`config.mk`:
```
export PLATFORM = sky130hd
export DESIGN_NAME = mem_reader
export DESIGN_NICKNAME = d
export VERILOG_FILES = /design/src/rtl/mem_reader.sv
export SDC_FILE = /design/constraint.sdc
export NUM_CORES = 1
export LEC_CHECK = 0
export BUFFER_PORTS_ARGS = -buffer_cell sky130_fd_sc_hd__buf_4
export CAP_MARGIN = 20
export CORE_UTILIZATION = 26
export CTS_BUF_LIST = sky130_fd_sc_hd__clkbuf_2
export DETAILED_ROUTE_END_ITERATION = 16
export GPL_TIMING_DRIVEN = 0
export PLACE_DENSITY = 0.52
export SYNTH_ARGS = -nofsm -noshare
export SYNTH_HDL_FRONTEND = slang
export SYNTH_SLANG_ARGS = --single-unit
```
`constraint.sdc`:
```
create_clock -name clk -period 4.3 [get_ports clk]
set_input_delay 0.43 -clock clk [delete_from_list [all_inputs] [get_ports clk]]
set_output_delay 0.43 -clock clk [all_outputs]
set_load 0.02 [all_outputs]
```
`src/rtl/mem_reader.sv`:
```
// mem_reader
// Captures the memory unit's stored record on request and streams it out as
// fixed-width chunks over a valid/ready handshake, least-significant chunk first.
//
// Ports:
//   clk          system clock, rising edge
//   arst         synchronous active-high reset
//   mem_dout     stored record from the memory unit (WIDTH bits)
//   rd_req       start a readout (sampled in IDLE only)
//   chunk_out    current chunk (CHUNK bits)
//   chunk_valid  chunk_out holds a valid chunk
//   chunk_ready  consumer accepts chunk_out this cycle
//   chunk_last   current chunk is the final one of the record
//   busy         readout in progress
//
// Optional build macro: AUTO_READ_EN -- a change of mem_dout while idle starts
// a readout without rd_req.
//
// state | meaning
// ------+----------------------------------------------
// IDLE  | waiting for rd_req (or a new record, AUTO_READ_EN)
// SEND  | presenting chunk idx, waiting for the consumer

module mem_reader #(
    parameter  int WIDTH  = 35,
    parameter  int CHUNK  = 7,
    localparam int NCHUNK = WIDTH / CHUNK
) (
    input  logic             clk,
    input  logic             arst,
    input  logic [WIDTH-1:0] mem_dout,
    input  logic             rd_req,
    output logic [CHUNK-1:0] chunk_out,
    output logic             chunk_valid,
    input  logic             chunk_ready,
    output logic             chunk_last,
    output logic             busy
);

    localparam int IW = (NCHUNK > 1) ? $clog2(NCHUNK) : 1;
    localparam logic [IW-1:0] IDX_LAST = IW'(NCHUNK - 1);

    localparam logic [0:0] ST_IDLE = 1'b0;
    localparam logic [0:0] ST_SEND = 1'b1;

    logic [0:0]       state_q, state_d;
    logic [IW-1:0]    idx_q, idx_d;
    logic [WIDTH-1:0] shadow_q, shadow_d;
    logic             last_q, last_d;
    logic             start;

`ifdef AUTO_READ_EN
    logic [WIDTH-1:0] last_cap_q, last_cap_d;

    assign start = rd_req | (mem_dout != last_cap_q);
`else
    assign start = rd_req;
`endif

    // The shadow shifts down one chunk per transfer, so its low CHUNK bits are
    // always the chunk on the wire. After the final transfer the shadow has
    // been shifted empty, which leaves chunk_out at zero while idle.
    always_comb begin
        state_d  = state_q;
        idx_d    = idx_q;
        shadow_d = shadow_q;
`ifdef AUTO_READ_EN
        last_cap_d = last_cap_q;
`endif
        case (state_q)
            ST_IDLE: begin
                if (start) begin
                    shadow_d = mem_dout;
                    idx_d    = '0;
                    state_d  = ST_SEND;
`ifdef AUTO_READ_EN
                    last_cap_d = mem_dout;
`endif
                end
            end
            ST_SEND: begin
                if (chunk_ready) begin
                    shadow_d = shadow_q >> CHUNK;
                    if (idx_q == IDX_LAST) begin
                        idx_d   = '0;
                        state_d = ST_IDLE;
                    end else begin
                        idx_d = idx_q + 1'b1;
                    end
                end
            end
            default: begin
                state_d = ST_IDLE;
                idx_d   = '0;
            end
        endcase
        last_d = (state_d == ST_SEND) && (idx_d == IDX_LAST);
    end

    always_ff @(posedge clk) begin
        if (arst) begin
            state_q  <= ST_IDLE;
            idx_q    <= '0;
            shadow_q <= '0;
            last_q   <= 1'b0;
`ifdef AUTO_READ_EN
            last_cap_q <= '0;
`endif
        end else begin
            state_q  <= state_d;
            idx_q    <= idx_d;
            shadow_q <= shadow_d;
            last_q   <= last_d;
`ifdef AUTO_READ_EN
            last_cap_q <= last_cap_d;
`endif
        end
    end

    assign chunk_out   = shadow_q[CHUNK-1:0];
    assign chunk_valid = (state_q == ST_SEND);
    assign busy        = (state_q == ST_SEND);
    assign chunk_last  = last_q;

endmodule

```
==> results of run 1 <==
[metrics by stage]
| stage | total power [W] | cell area (µm²) |
|---|---|---|
| 3_3_place_gp | 0.000616 | 2440 |
| 2_1_floorplan | 0.000552 | 1950 |
| 4_1_cts | 0.000782 | 2470 |
| 5_1_grt | 0.000815 | 2470 |
| 3_5_place_dp | 0.000617 | 2440 |
| 6_report | 0.000769 | 2470 |
[cells by family after synthesis]
kind of cell               Yosys count
and+or+nand+nor                     48
AOI/OAI and AO/OA                   39
adders and majority gates            2
buffers and inverters               25
muxes                               31
DFF                                 40
[cells in the mapped netlist, types with 2 or more instances]
library cell | n | area (µm²)
dfxtp_1 | 40 | 801
nor2_1 | 39 | 146
mux2i_1 | 28 | 280
a211oi_2 | 22 | 275
buf_4 | 12 | 90.1
a22oi_1 | 8 | 60.1
a211oi_1 | 7 | 52.6
clkbuf_1 | 4 | 15.0
and4b_1 | 2 | 20.0
buf_2 | 2 | 10.0
buf_6 | 2 | 22.5
ha_1 | 2 | 25.0
inv_1 | 2 | 7.51
[how the worst min path moves through the flow]
stage / startpoint / endpoint / slack [ns] / depth (start not counted)
4_1_cts: arst / busy$_SDFF_PP0_ / 0.20 / 2
3_5_place_dp: shadow_q[32]$_SDFFE_PP0P_ / shadow_q[32]$_SDFFE_PP0P_ / 0.49 / 2
6_report: arst / busy$_SDFF_PP0_ / 0.23 / 2
2_1_floorplan: shadow_q[28]$_SDFFE_PP0P_ / shadow_q[28]$_SDFFE_PP0P_ / 0.47 / 2
3_3_place_gp: shadow_q[32]$_SDFFE_PP0P_ / shadow_q[32]$_SDFFE_PP0P_ / 0.48 / 2
5_1_grt: arst / busy$_SDFF_PP0_ / 0.19 / 2
[power by group through the flow]
stage / clock (W) / combinational (W) / sequential, W
global placement: 0 / 0.000192 / 0.000424
detailed placement: 0 / 0.000192 / 0.000425
CTS: 0.000172 / 0.000193 / 0.000417
floorplan: 0 / 0.000132 / 0.000421
finish: 0.000164 / 0.000189 / 0.000416
global route: 0.000185 / 0.000210 / 0.000421
[layout make-up]
cell class | instances | area, µm²
Buffer | 23 | 180
Clock buffer | 7 | 35.0
Clock inverter | 1 | 3.75
Fill cell | 792 | 4780
Inverter | 2 | 7.51
Multi-Input combinational cell | 120 | 963
Sequential cell | 40 | 801
Tap cell | 99 | 124
Timing Repair Buffer | 48 | 360
[critical path, cell delays in order, from the launching register on]
cell     delay (ns)
dfxtp_1        0.45
buf_6          0.17
mux2i_2        0.46
a22oi_2        0.16
and4b_1        0.21
[state kept, by name, indices dropped and copies added, names as in the netlist]
signal and flops:
busy 1, chunk_last 1, idx_q 3, shadow_q 35
[routing by layer]
metal	vias up	part of all wire, %	track usage, %
met3	2	4.9	3.36
li1	769	-	-
met1	654	50	15.4
met2	37	44	18.8
met5	-	0	0
met4	0	0.70	3.96
==> impl_results.md, run 1 <==
- Register area share after synthesis: 41.0%
- VDD IR-drop max: 88.9 µV
- Fraction of layout cells with a size suffix above 1: 41.5%
- CTS tree: built
- Post-CTS setup buffers: 0
- Initial Util: 26.9%
- Syn_nets: 226
- Total Nets Final: 281
- Worst r2r src: busy$_SDFF_PP0_
- Routed length per instance: 12.6 µm
- Internal power: 0.000542 W
- Adder and majority cell fraction of the synthesized area: 1.28%
- Yosys cell types: 28
- DIE AREA: 7860 µm²
- H-tree levels: 2
- Synth-to-Final Area Change: 26.8%
- Clk root buf: clkbuf_2
- Vias/cell: 4.30
- Initial drt markers: 41
- Slew headroom: 55.4%
- Sw Pwr: 0.000227 W
- Cell Rows: 31
- Leak: 1.04 nW
- Reg-to-reg slack, setup: 2.77 ns
- Dpl hpwl: 3160 µm
- Commonest non-fill, non-tap cell in the layout: buf_4
- Post-Layout Cell Count: 340
- Unrepaired setup endpoints after global routing: no
- GR Overflow Total: 0
- Antenna Nets Post-Route: 0
- Status: completed
- Sequential power share: 54.1%
- Actual slew at the worst max-slew pin: 0.670 ns
- CP Launch Type: flop
- #FFs+latches synth: 40
- Tot GR Track Use: 11.8%
- Core Region: 7250 µm²
- Vias: 1462
- Most frequent cells in the layout: buf_4, dfxtp_1, nor2_1
- Ys flop type: dfxtp_1
- Synth Area in Compound Gates: 20.8%
- PD cells: 311 nW/µm²
- Reg-to-reg critical path endpoint: chunk_last$_SDFF_PP0_
- End of the critical path: chunk_last$_SDFF_PP0_
- Post-CTS sizing: 0
- Post-synth EDFFs: 0
- Max Clock Skew: 0.0152 ns
- Setup TNS: 0 ns
- Mux contribution to synthesized area: 16.4%
- Sw Share: 29.5%
- CP max FO: 10
- Drt pass-1 iters: 4
- Initial antenna violation count: 0
- Drc violations: 0
- FMAX: 0.654 GHz
- Tcrit/Tclk final: 35.6%
- Clock slew at reported path FFs: 0.20 ns
- CTS sink cnt: 40
- Largest buffer count on any clock path: 2
- Die width: 88.6 µm
- Final setup fails: 0
- Clock Power Share: 21.3%
- Die Y: 88.6 µm
- Final Max Slew Viols: 0
- Mapped cell area: 1950 µm²
- Avg Cell Area, Syn: 10.6 µm²
- Synth Instances: 185
- Post-place setup slack: 2.65 ns
- Post-synth ARST share: 0%
- Yosys warns: 0
- Vias in the first global route: 1462
- Worst EP arrival: 1.83 ns
- Tightest hold margin: 0.228 ns
- TritonCTS Buffers: 5
- Placed insts: 332
- Type of destination of the critical path: flop
- I/O Buffers: 48
- Min-Delay Path Class: primary input to flop
- GP Congestion: 0.729
- Logic pwr share: 24.6%
- WP data required: 4.60 ns
- Largest net degree at the start of global routing: 12
- Diodes inserted: 0
- Max cap viols: 0
- Reg2Reg Depth: 4
- Hold Vio Cnt, Final: 0
- Post-route setup slack: 2.77 ns
- CTS Hold Bufs: 0
- Largest family of logic cells by synthesized area: compound AO/OA/AOI/OAI gates
- Final core occ: 34.1%
- Post-synthesis simple-gate area fraction: 10.9%
- Fin crit period: 1.53 ns
- Final WL: 4290 µm
- CP startpoint: busy$_SDFF_PP0_
- First-pass GRT wire length: 7000 µm
- Worst-skew pair later-pin latency: 0.37 ns
- Ports: 49
- XOR/XNOR Fraction of Synth Area: 0%
- Crit path kind: flop to flop
(Power assumes the default switching activity.)
==> inputs of run 2 (changes only) <==
--- a/config.mk
+++ b/config.mk
@@ -5,13 +5,14 @@
 export SDC_FILE = /design/constraint.sdc
 export NUM_CORES = 1
 export LEC_CHECK = 0
+export ABC_AREA = 1
 export BUFFER_PORTS_ARGS = -buffer_cell sky130_fd_sc_hd__buf_4
 export CAP_MARGIN = 20
 export CORE_UTILIZATION = 26
 export CTS_BUF_LIST = sky130_fd_sc_hd__clkbuf_2
 export DETAILED_ROUTE_END_ITERATION = 16
 export GPL_TIMING_DRIVEN = 0
-export PLACE_DENSITY = 0.52
+export PLACE_DENSITY = 0.53
 export SYNTH_ARGS = -nofsm -noshare
 export SYNTH_HDL_FRONTEND = slang
 export SYNTH_SLANG_ARGS = --single-unit
==> constraint.sdc (replaced) <==
create_clock -name clk -period 1.4 [get_ports clk]
set_input_delay 0.14 -clock clk [delete_from_list [all_inputs] [get_ports clk]]
set_output_delay 0.14 -clock clk [all_outputs]
set_load 0.02 [all_outputs]
==> run 2 against run 1 <==
  * Routed wire length up 13%
  * Sequential power grew to 3.0 times the previous value
  * Synthesized cell count rose by 56%
  * Clock skew grew 0.0089 ns
  * Sequential share of layout area shrank 2.5 points
  * Utilization increased by 0.63 points
  * Global-route usage is 0.77 points higher
  * Combinational power grew to 3.4 times the previous value
  * Count of clock-buffer cells in the layout decreased by 2
  * Non-clock buffer count increased by 10
  * Critical endpoint is now shadow_q[34]$_SDFFE_PP0P_
  * Largest cell class unchanged
==> impl_results.md, run 2 <==
- Final WL: 4850 µm (was 4290 µm)
- CTS tree: built (unchanged)
- Post-synth ARST share: 0% (unchanged)
- Largest buffer count on any clock path: 2 (unchanged)
- Yosys warns: 0 (unchanged)
- Post-synth EDFFs: 0 (unchanged)
- Area post-placement: 2560 µm² (was 2440 µm²)
- Core Region: 7730 µm² (was 7250 µm²)
- Tightest hold margin: 0.0570 ns (was 0.228 ns)
- Largest net degree at the start of global routing: 13 (was 12)
- Most frequent cells in the layout: nand2_1, buf_4, dfxtp_1 (was buf_4, dfxtp_1, nor2_1)
- Total Nets Final: 392 (was 281)
- Yosys top cell area share: 38.5% (was 41.0%)
- Post-CTS setup buffers: 0 (unchanged)
- Hold Vio Cnt, Final: 0 (unchanged)
- Routed length per instance: 10.7 µm (was 12.6 µm)
- Final Max Slew Viols: 0 (unchanged)
- Initial antenna violation count: 0 (unchanged)
- Max cap viols: 0 (unchanged)
- Tcrit/Tclk final: 90.6%
- Status: completed (unchanged)
- Worst EP arrival: 1.56 ns (was 1.83 ns)
- Placed insts: 438 (was 332)
- FMAX: 0.788 GHz
- Crit path kind: primary input to flop (was flop to flop)
- Die width: 91.5 µm (was 88.6 µm)
- CTS sink cnt: 40 (unchanged)
- DIE AREA: 8370 µm² (was 7860 µm²)
- First-pass GRT wire length: 8380 µm (was 7000 µm)
- Sw Share: 32.0% (was 29.5%)
- Max Clock Skew: 0.0241 ns (was 0.0152 ns)
- Unrepaired setup endpoints after global routing: no (unchanged)
- Ports: 49 (unchanged)
- Sequential power share: 52.4% (was 54.1%)
- Antenna Nets Post-Route: 0 (unchanged)
- TritonCTS Buffers: 5 (unchanged)
- Commonest non-fill, non-tap cell in the layout: nand2_1 (was buf_4)
- Die Y: 91.5 µm (was 88.6 µm)
- WP data required: 1.69 ns (was 4.60 ns)
- Final core occ: 34.7% (was 34.1%)
- Vias/cell: 4.11 (was 4.30)
- Fraction of layout cells with a size suffix above 1: 35.2% (was 41.5%)
- CP top delay family: buffers and inverters (was multiplexers)
- Biggest register: shadow_q (unchanged)
- Avg Cell Area, Syn: 7.20 µm² (was 10.6 µm²)
- Clock slew at reported path FFs: 0.23 ns (was 0.20 ns)
- Min-Delay Path Class: primary input to flop (unchanged)
- Crit path buffers/inverters: 4 (was 1)
- Clk root buf: clkbuf_2 (unchanged)
- Actual slew at the worst max-slew pin: 0.720 ns (was 0.670 ns)
- Leak: 1.22 nW (was 1.04 nW)
- PD cells: 892 nW/µm² (was 311 nW/µm²)
- Fill cells: 838 (was 792)
- Mapped cell area: 2080 µm² (was 1950 µm²)
- Internal power: 0.00163 W (was 0.000542 W)
- Largest cells by area after synthesis: dfxtp_1, nand2_1, a21oi_2 (was dfxtp_1, mux2i_1, a211oi_2)
- Fin crit period: 1.27 ns
- Syn_nets: 330 (was 226)
- #FFs+latches synth: 40 (unchanged)
- CP cell instances: dlygate4sd3_1, buf_4, clkbuf_1, buf_2, a21oi_1 (was buf_6, mux2i_2, a22oi_2, and4b_1)
- Cell area after layout: 2690 µm² (was 2470 µm²)
- Dpl hpwl: 3500 µm (was 3160 µm)
- Flip-flop count of the largest register after layout: 35 (unchanged)
- Ys flop type: dfxtp_1 (unchanged)
- Final setup fails: 0 (unchanged)
- I/O Buffers: 47 (was 48)
- CP max FO: 10 (unchanged)
- Top-count cell post-synth: nand2_1 (was dfxtp_1)
- Tot GR Track Use: 12.6% (was 11.8%)
- Drc violations: 0 (unchanged)
- Sw Pwr: 0.000765 W (was 0.000227 W)
- Diodes inserted: 0 (unchanged)
- Vias: 1865 (was 1462)
- Slew headroom: 52.0% (was 55.4%)
- Clock Power Share: 20.9% (was 21.3%)
- H-tree levels: 2 (unchanged)
- Synth Instances: 289 (was 185)
- Yosys cell types: 20 (was 28)
- Drt pass-1 iters: 4 (unchanged)
- Register area share after synthesis: 38.5% (was 41.0%)
- Worst-skew pair later-pin latency: 0.40 ns (was 0.37 ns)
- Setup TNS: 0 ns (unchanged)
- CP Launch Type: primary input (was flop)
- Synth-to-Final Area Change: 29.0% (was 26.8%)
- Dominant cell type by area after synthesis: dfxtp_1 (unchanged)
- Initial Util: 26.9% (about the same)
- Logic pwr share: 26.7% (was 24.6%)
- Cell Rows: 32 (was 31)
- CP max stage cell: dlygate4sd3_1 (was mux2i_2)
- VDD IR-drop max: 324 µV (was 88.9 µV)
- Largest regs: shadow_q: 35 flops, idx_q: 3 flops (unchanged)
- Post-Layout Cell Count: 454 (was 340)
- Initial drt markers: 81 (was 41)
- Type of destination of the critical path: flop (unchanged)
- Most frequent cells after synthesis: nand2_1, dfxtp_1, nand2_2 (was dfxtp_1, nor2_1, mux2i_1)
- GR Overflow Total: 0 (unchanged)
- Slowest stage delay, CP: 0.53 ns (was 0.46 ns)
- Vias in the first global route: 1801 (was 1462)
- GP Congestion: 0.777 (was 0.729)
-- run 2: cell types whose count changed after synthesis, moves of 3 or more --
cell | previous run | this run
a21oi_2 | 0 | 20
nor2_1 | 39 | 3
nand2_1 | 1 | 136
buf_2 | 2 | 9
nand3_1 | 0 | 12
a211oi_2 | 22 | 0
mux2i_1 | 28 | 0
a22oi_1 | 8 | 0
nand2_2 | 0 | 21
a211oi_1 | 7 | 0
a21oi_1 | 0 | 17
inv_1 | 2 | 5
-- run 2: final cells by class --
type,count,area (µm²),area share (%)
Buffer,26,209,7.78
Clock buffer,5,25.0,0.932
Clock inverter,3,13.8,0.513
Inverter,7,33.8,1.26
Multi-Input combinational cell,216,1040,38.8
Sequential cell,40,802,29.9
Tap cell,102,128,4.75
Timing Repair Buffer,55,433,16.1
-- run 2: worst register-to-register path, stage by stage, from the launching register on --
cell and delay (ns):
dfxtp_2 0.39, buf_6 0.13, inv_6 0.05, nand2_4 0.07, nand2_4 0.07, inv_4 0.09
clkbuf_4 0.21, nand2_1 0.08, a21oi_2 0.11
-- run 2: metal layers --
metal  track usage, %  wire length [µm]
met1             16.8              2480
met3             3.18               231
met4             3.97                51
met5                0                 0
met2             19.8              2080
-- run 2: worst paths after layout --
check | start | cells after the start | slack (ns) | endpoint
min | mem_dout[11] | 5 | 0.06 | shadow_q[11]$_SDFFE_PP0P_
max reg2reg | busy$_SDFF_PP0_ | 8 | 0.14 | shadow_q[7]$_SDFFE_PP0P_
min reg2reg | shadow_q[30]$_SDFFE_PP0P_ | 2 | 0.48 | shadow_q[30]$_SDFFE_PP0P_
max | arst | 5 | 0.13 | shadow_q[34]$_SDFFE_PP0P_
-- run 2: power groups by stage --
stage	logic [W]	clock network, W	registers [W]
6_report	0.000640	0.000500	0.00125
5_1_grt	0.000712	0.000588	0.00127
4_1_cts	0.000647	0.000543	0.00125
3_5_place_dp	0.000628	0	0.00128
3_3_place_gp	0.000627	0	0.00128
2_1_floorplan	0.000432	0	0.00127
-- run 2: cell families (layout without fill, tap and decap cells) --
logic type | after synthesis | after routing | share of synthesized area [%]
AO/OA/AOI/OAI | 38 | 38 | 12.7
XOR/XNOR | 1 | 1 | 0.421
adder cells (fa/ha/maj) | 2 | 2 | 1.20
buffers and inverters | 33 | 96 | 11.5
flip-flops | 40 | 40 | 38.5
AND/OR/NAND/NOR | 175 | 175 | 35.6
-- run 2: what timing repair did --
item,in CTS,in global routing
hold buffers,8,0
hold endpoints to repair,9,0
setup endpoints to repair,0,8
resized for setup,0,2
-- run 2: through the flow --
step           setup WS [ns]  power, W
2_1_floorplan         0.0990   0.00170
3_3_place_gp          0.0844   0.00190
3_5_place_dp          0.0722   0.00190
4_1_cts               0.0268   0.00244
5_1_grt               0.0361   0.00257
6_report               0.131   0.00239
==> inputs of run 3 (changes only) <==
==> constraint.sdc (replaced) <==
create_clock -name clk -period 1.16 [get_ports clk]
set_input_delay 0.116 -clock clk [delete_from_list [all_inputs] [get_ports clk]]
set_output_delay 0.116 -clock clk [all_outputs]
set_load 0.02 [all_outputs]
==> run 3 against run 2 <==
  * The flow now finishes with violations (setup timing)
  * Final area is 20% higher
  * Critical path depth is 3 higher
  * Die area stayed put
  * Highest routed layer unchanged
  * First-iteration DRC count is 43% lower
  * Power is 36% higher
  * Critical endpoint is now shadow_q[8]$_SDFFE_PP0P_
==> impl_results.md, run 3 (synthesis results as in run 2) <==
- Status: finished, violations left (was completed)
- Failing checks: setup timing
- Min-Delay Path Class: primary input to flop (unchanged)
- GR Overflow Total: 0 (unchanged)
- PD cells: 1010 nW/µm² (was 892 nW/µm²)
- Final core occ: 41.8% (was 34.7%)
- Die Y: 91.5 µm (unchanged)
- Vias/cell: 4.21 (was 4.11)
- Type of destination of the critical path: flop (unchanged)
- Post-route setup slack: -0.117 ns (was 0.131 ns)
- CP max stage cell: dfxtp_4 (was dlygate4sd3_1)
- Clock slew at reported path FFs: 0.21 ns (was 0.23 ns)
- Final WL: 5450 µm (was 4850 µm)
- Tcrit/Tclk final: 110%
- Diodes inserted: 0 (unchanged)
- Most frequent cells in the layout: nand2_1, buf_4, a21oi_2, dfxtp_1, nand2_4 (was nand2_1, buf_4, dfxtp_1)
- Cell Rows: 32 (unchanged)
- Crit path top cell by count: nand2_8
- Biggest register: shadow_q (unchanged)
- Drc violations: 0 (unchanged)
- Initial antenna violation count: 0 (unchanged)
- Largest buffer count on any clock path: 2 (unchanged)
- Max cap viols: 0 (unchanged)
- CP max FO: 8 (was 10)
- Actual slew at the worst max-slew pin: 0.713 ns (was 0.720 ns)
- Die width: 91.5 µm (unchanged)
- CP cell instances: buf_8, clkinv_8, nand2_8, nand2_8, buf_12, clkbuf_16, nand2_4, a21oi_2 (was dlygate4sd3_1, buf_4, clkbuf_1, buf_2, a21oi_1)
- I/O Buffers: 47 (unchanged)
- Reg-to-reg slack, setup: -0.12 ns (was 0.14 ns)
- CP Launch Type: flop (was primary input)
- Fraction of layout cells with a size suffix above 1: 48.4% (was 35.2%)
- TritonCTS Buffers: 5 (unchanged)
- Max Clock Skew: 0.0125 ns (was 0.0241 ns)
- Ports: 49 (unchanged)
- WP data required: 1.43 ns (was 1.69 ns)
- Initial drt markers: 46 (was 81)
- Total Nets Final: 406 (was 392)
- CTS tree: built (unchanged)
- GP Congestion: 0.755 (was 0.777)
- Commonest non-fill, non-tap cell in the layout: nand2_1 (unchanged)
- Vias: 1970 (was 1865)
- Clk root buf: clkbuf_2 (unchanged)
- Hold path startpoint: mem_dout[17] (was mem_dout[11])
- Reg-to-reg critical path endpoint: shadow_q[8]$_SDFFE_PP0P_ (was shadow_q[7]$_SDFFE_PP0P_)
- Largest net degree at the start of global routing: 12 (was 13)
- Slowest stage delay, CP: 0.40 ns (was 0.53 ns)
- First-pass GRT wire length: 8810 µm (was 8380 µm)
- VDD IR-drop max: 401 µV (was 324 µV)
- Worst EP arrival: 1.55 ns (was 1.56 ns)
- CP startpoint: busy$_SDFF_PP0_ (was arst)
- Antenna Nets Post-Route: 0 (unchanged)
- Core Region: 7730 µm² (unchanged)
- FMAX: 0.783 GHz
- Slew headroom: 52.5% (was 52.0%)
- Hold Path Cell Cnt: 5 (unchanged)
- Crit path kind: flop to flop (was primary input to flop)
- Drt pass-1 iters: 4 (unchanged)
- H-tree levels: 2 (unchanged)
- Flip-flop count of the largest register after layout: 35 (unchanged)
- Final setup fails: 36 (was 0)
- Final Max Slew Viols: 0 (unchanged)
- Hold Vio Cnt, Final: 0 (unchanged)
- Fin crit period: 1.28 ns
- Hold path endpoint: shadow_q[17]$_SDFFE_PP0P_ (was shadow_q[11]$_SDFFE_PP0P_)
- Synth-to-Final Area Change: 55.0% (was 29.0%)
- CTS sink cnt: 40 (unchanged)
- DIE AREA: 8370 µm² (unchanged)
- Setup TNS: -2.29 ns (was 0 ns)
- Reg2Reg Depth: 8 (unchanged)
- Leak: 1.51 nW (was 1.22 nW)
- Vias in the first global route: 1870 (was 1801)
- Dpl hpwl: 3590 µm (was 3500 µm)
- Worst r2r src: busy$_SDFF_PP0_ (unchanged)
- Worst-skew pair later-pin latency: 0.39 ns (was 0.40 ns)
- Unrepaired setup endpoints after global routing: yes (was no)
- Routed length per instance: 11.6 µm (was 10.7 µm)
- Initial Util: 26.9% (unchanged)
- Tot GR Track Use: 13.3% (was 12.6%)
- Largest regs: shadow_q: 35 flops, idx_q: 3 flops (unchanged)
-- run 3: metrics by stage --
step           std cells  setup slack [ns]  cell area, µm²  hold WS (ns)  total power, W
2_1_floorplan        289           -0.0213            2110         0.187         0.00207
3_3_place_gp         438            -0.117            2590         0.303         0.00231
3_5_place_dp         438            -0.131            2590         0.304         0.00232
4_1_cts              460            -0.122            2810        0.0299         0.00304
5_1_grt              468            -0.166            3230        0.0269         0.00345
6_report             468            -0.117            3230        0.0494         0.00326
-- run 3: area by class of cell --
class | count | area, µm²
clock inverters | 1 | 3.75
clock buffers | 7 | 35.0
repair inverters | 1 | 6.26
fillers | 791 | 4500
multi-input cells | 216 | 1260
plain buffers | 26 | 268
well taps | 102 | 128
flip-flops and latches | 40 | 815
repair buffers | 68 | 659
inverters | 7 | 51.3
-- run 3: worst max path at each step --
stage	end	slack, ns
2_1_floorplan	shadow_q[1]$_SDFFE_PP0P_	-0.02
3_3_place_gp	shadow_q[8]$_SDFFE_PP0P_	-0.12
3_5_place_dp	shadow_q[2]$_SDFFE_PP0P_	-0.13
4_1_cts	shadow_q[25]$_SDFFE_PP0P_	-0.12
5_1_grt	shadow_q[8]$_SDFFE_PP0P_	-0.17
6_report	shadow_q[8]$_SDFFE_PP0P_	-0.12
-- run 3: worst max-delay path: cells and delay by family, from the launching register on --
kind / cells / cell delay (ns)
buffers and inverters: 4 / 0.51
and+or+nand+nor: 3 / 0.19
DFF: 1 / 0.40
AOI/OAI and AO/OA: 1 / 0.04
-- run 3: layer usage --
layer | global-route usage [%] | vias up | share of wire [%]
met5 | 0 | - | 0
met4 | 3.97 | 0 | 1.3
met3 | 3.18 | 7 | 4.1
met2 | 21.9 | 42 | 48
met1 | 17.1 | 874 | 47
li1 | - | 1047 | -
-- run 3: what timing repair did --
action / in CTS / in global routing
hold buffers: 8 / 0
gates cloned: 2 / 3
setup buffers: 4 / 5
gates resized for setup: 17 / 84
setup endpoints to repair: 33 / 47
endpoints found under the hold margin: 9 / 0
pin swaps: 2 / 39
-- run 3: report_power, final --
part	switching [W]	leakage (nW)	internal, W	total, W
Clock	0.000460	0.0306	0.000162	0.000622
Sequential	0.0000600	0.332	0.00147	0.00153
Combinational	0.000545	1.15	0.000565	0.00111
Total	0.00107	1.51	0.00220	0.00326
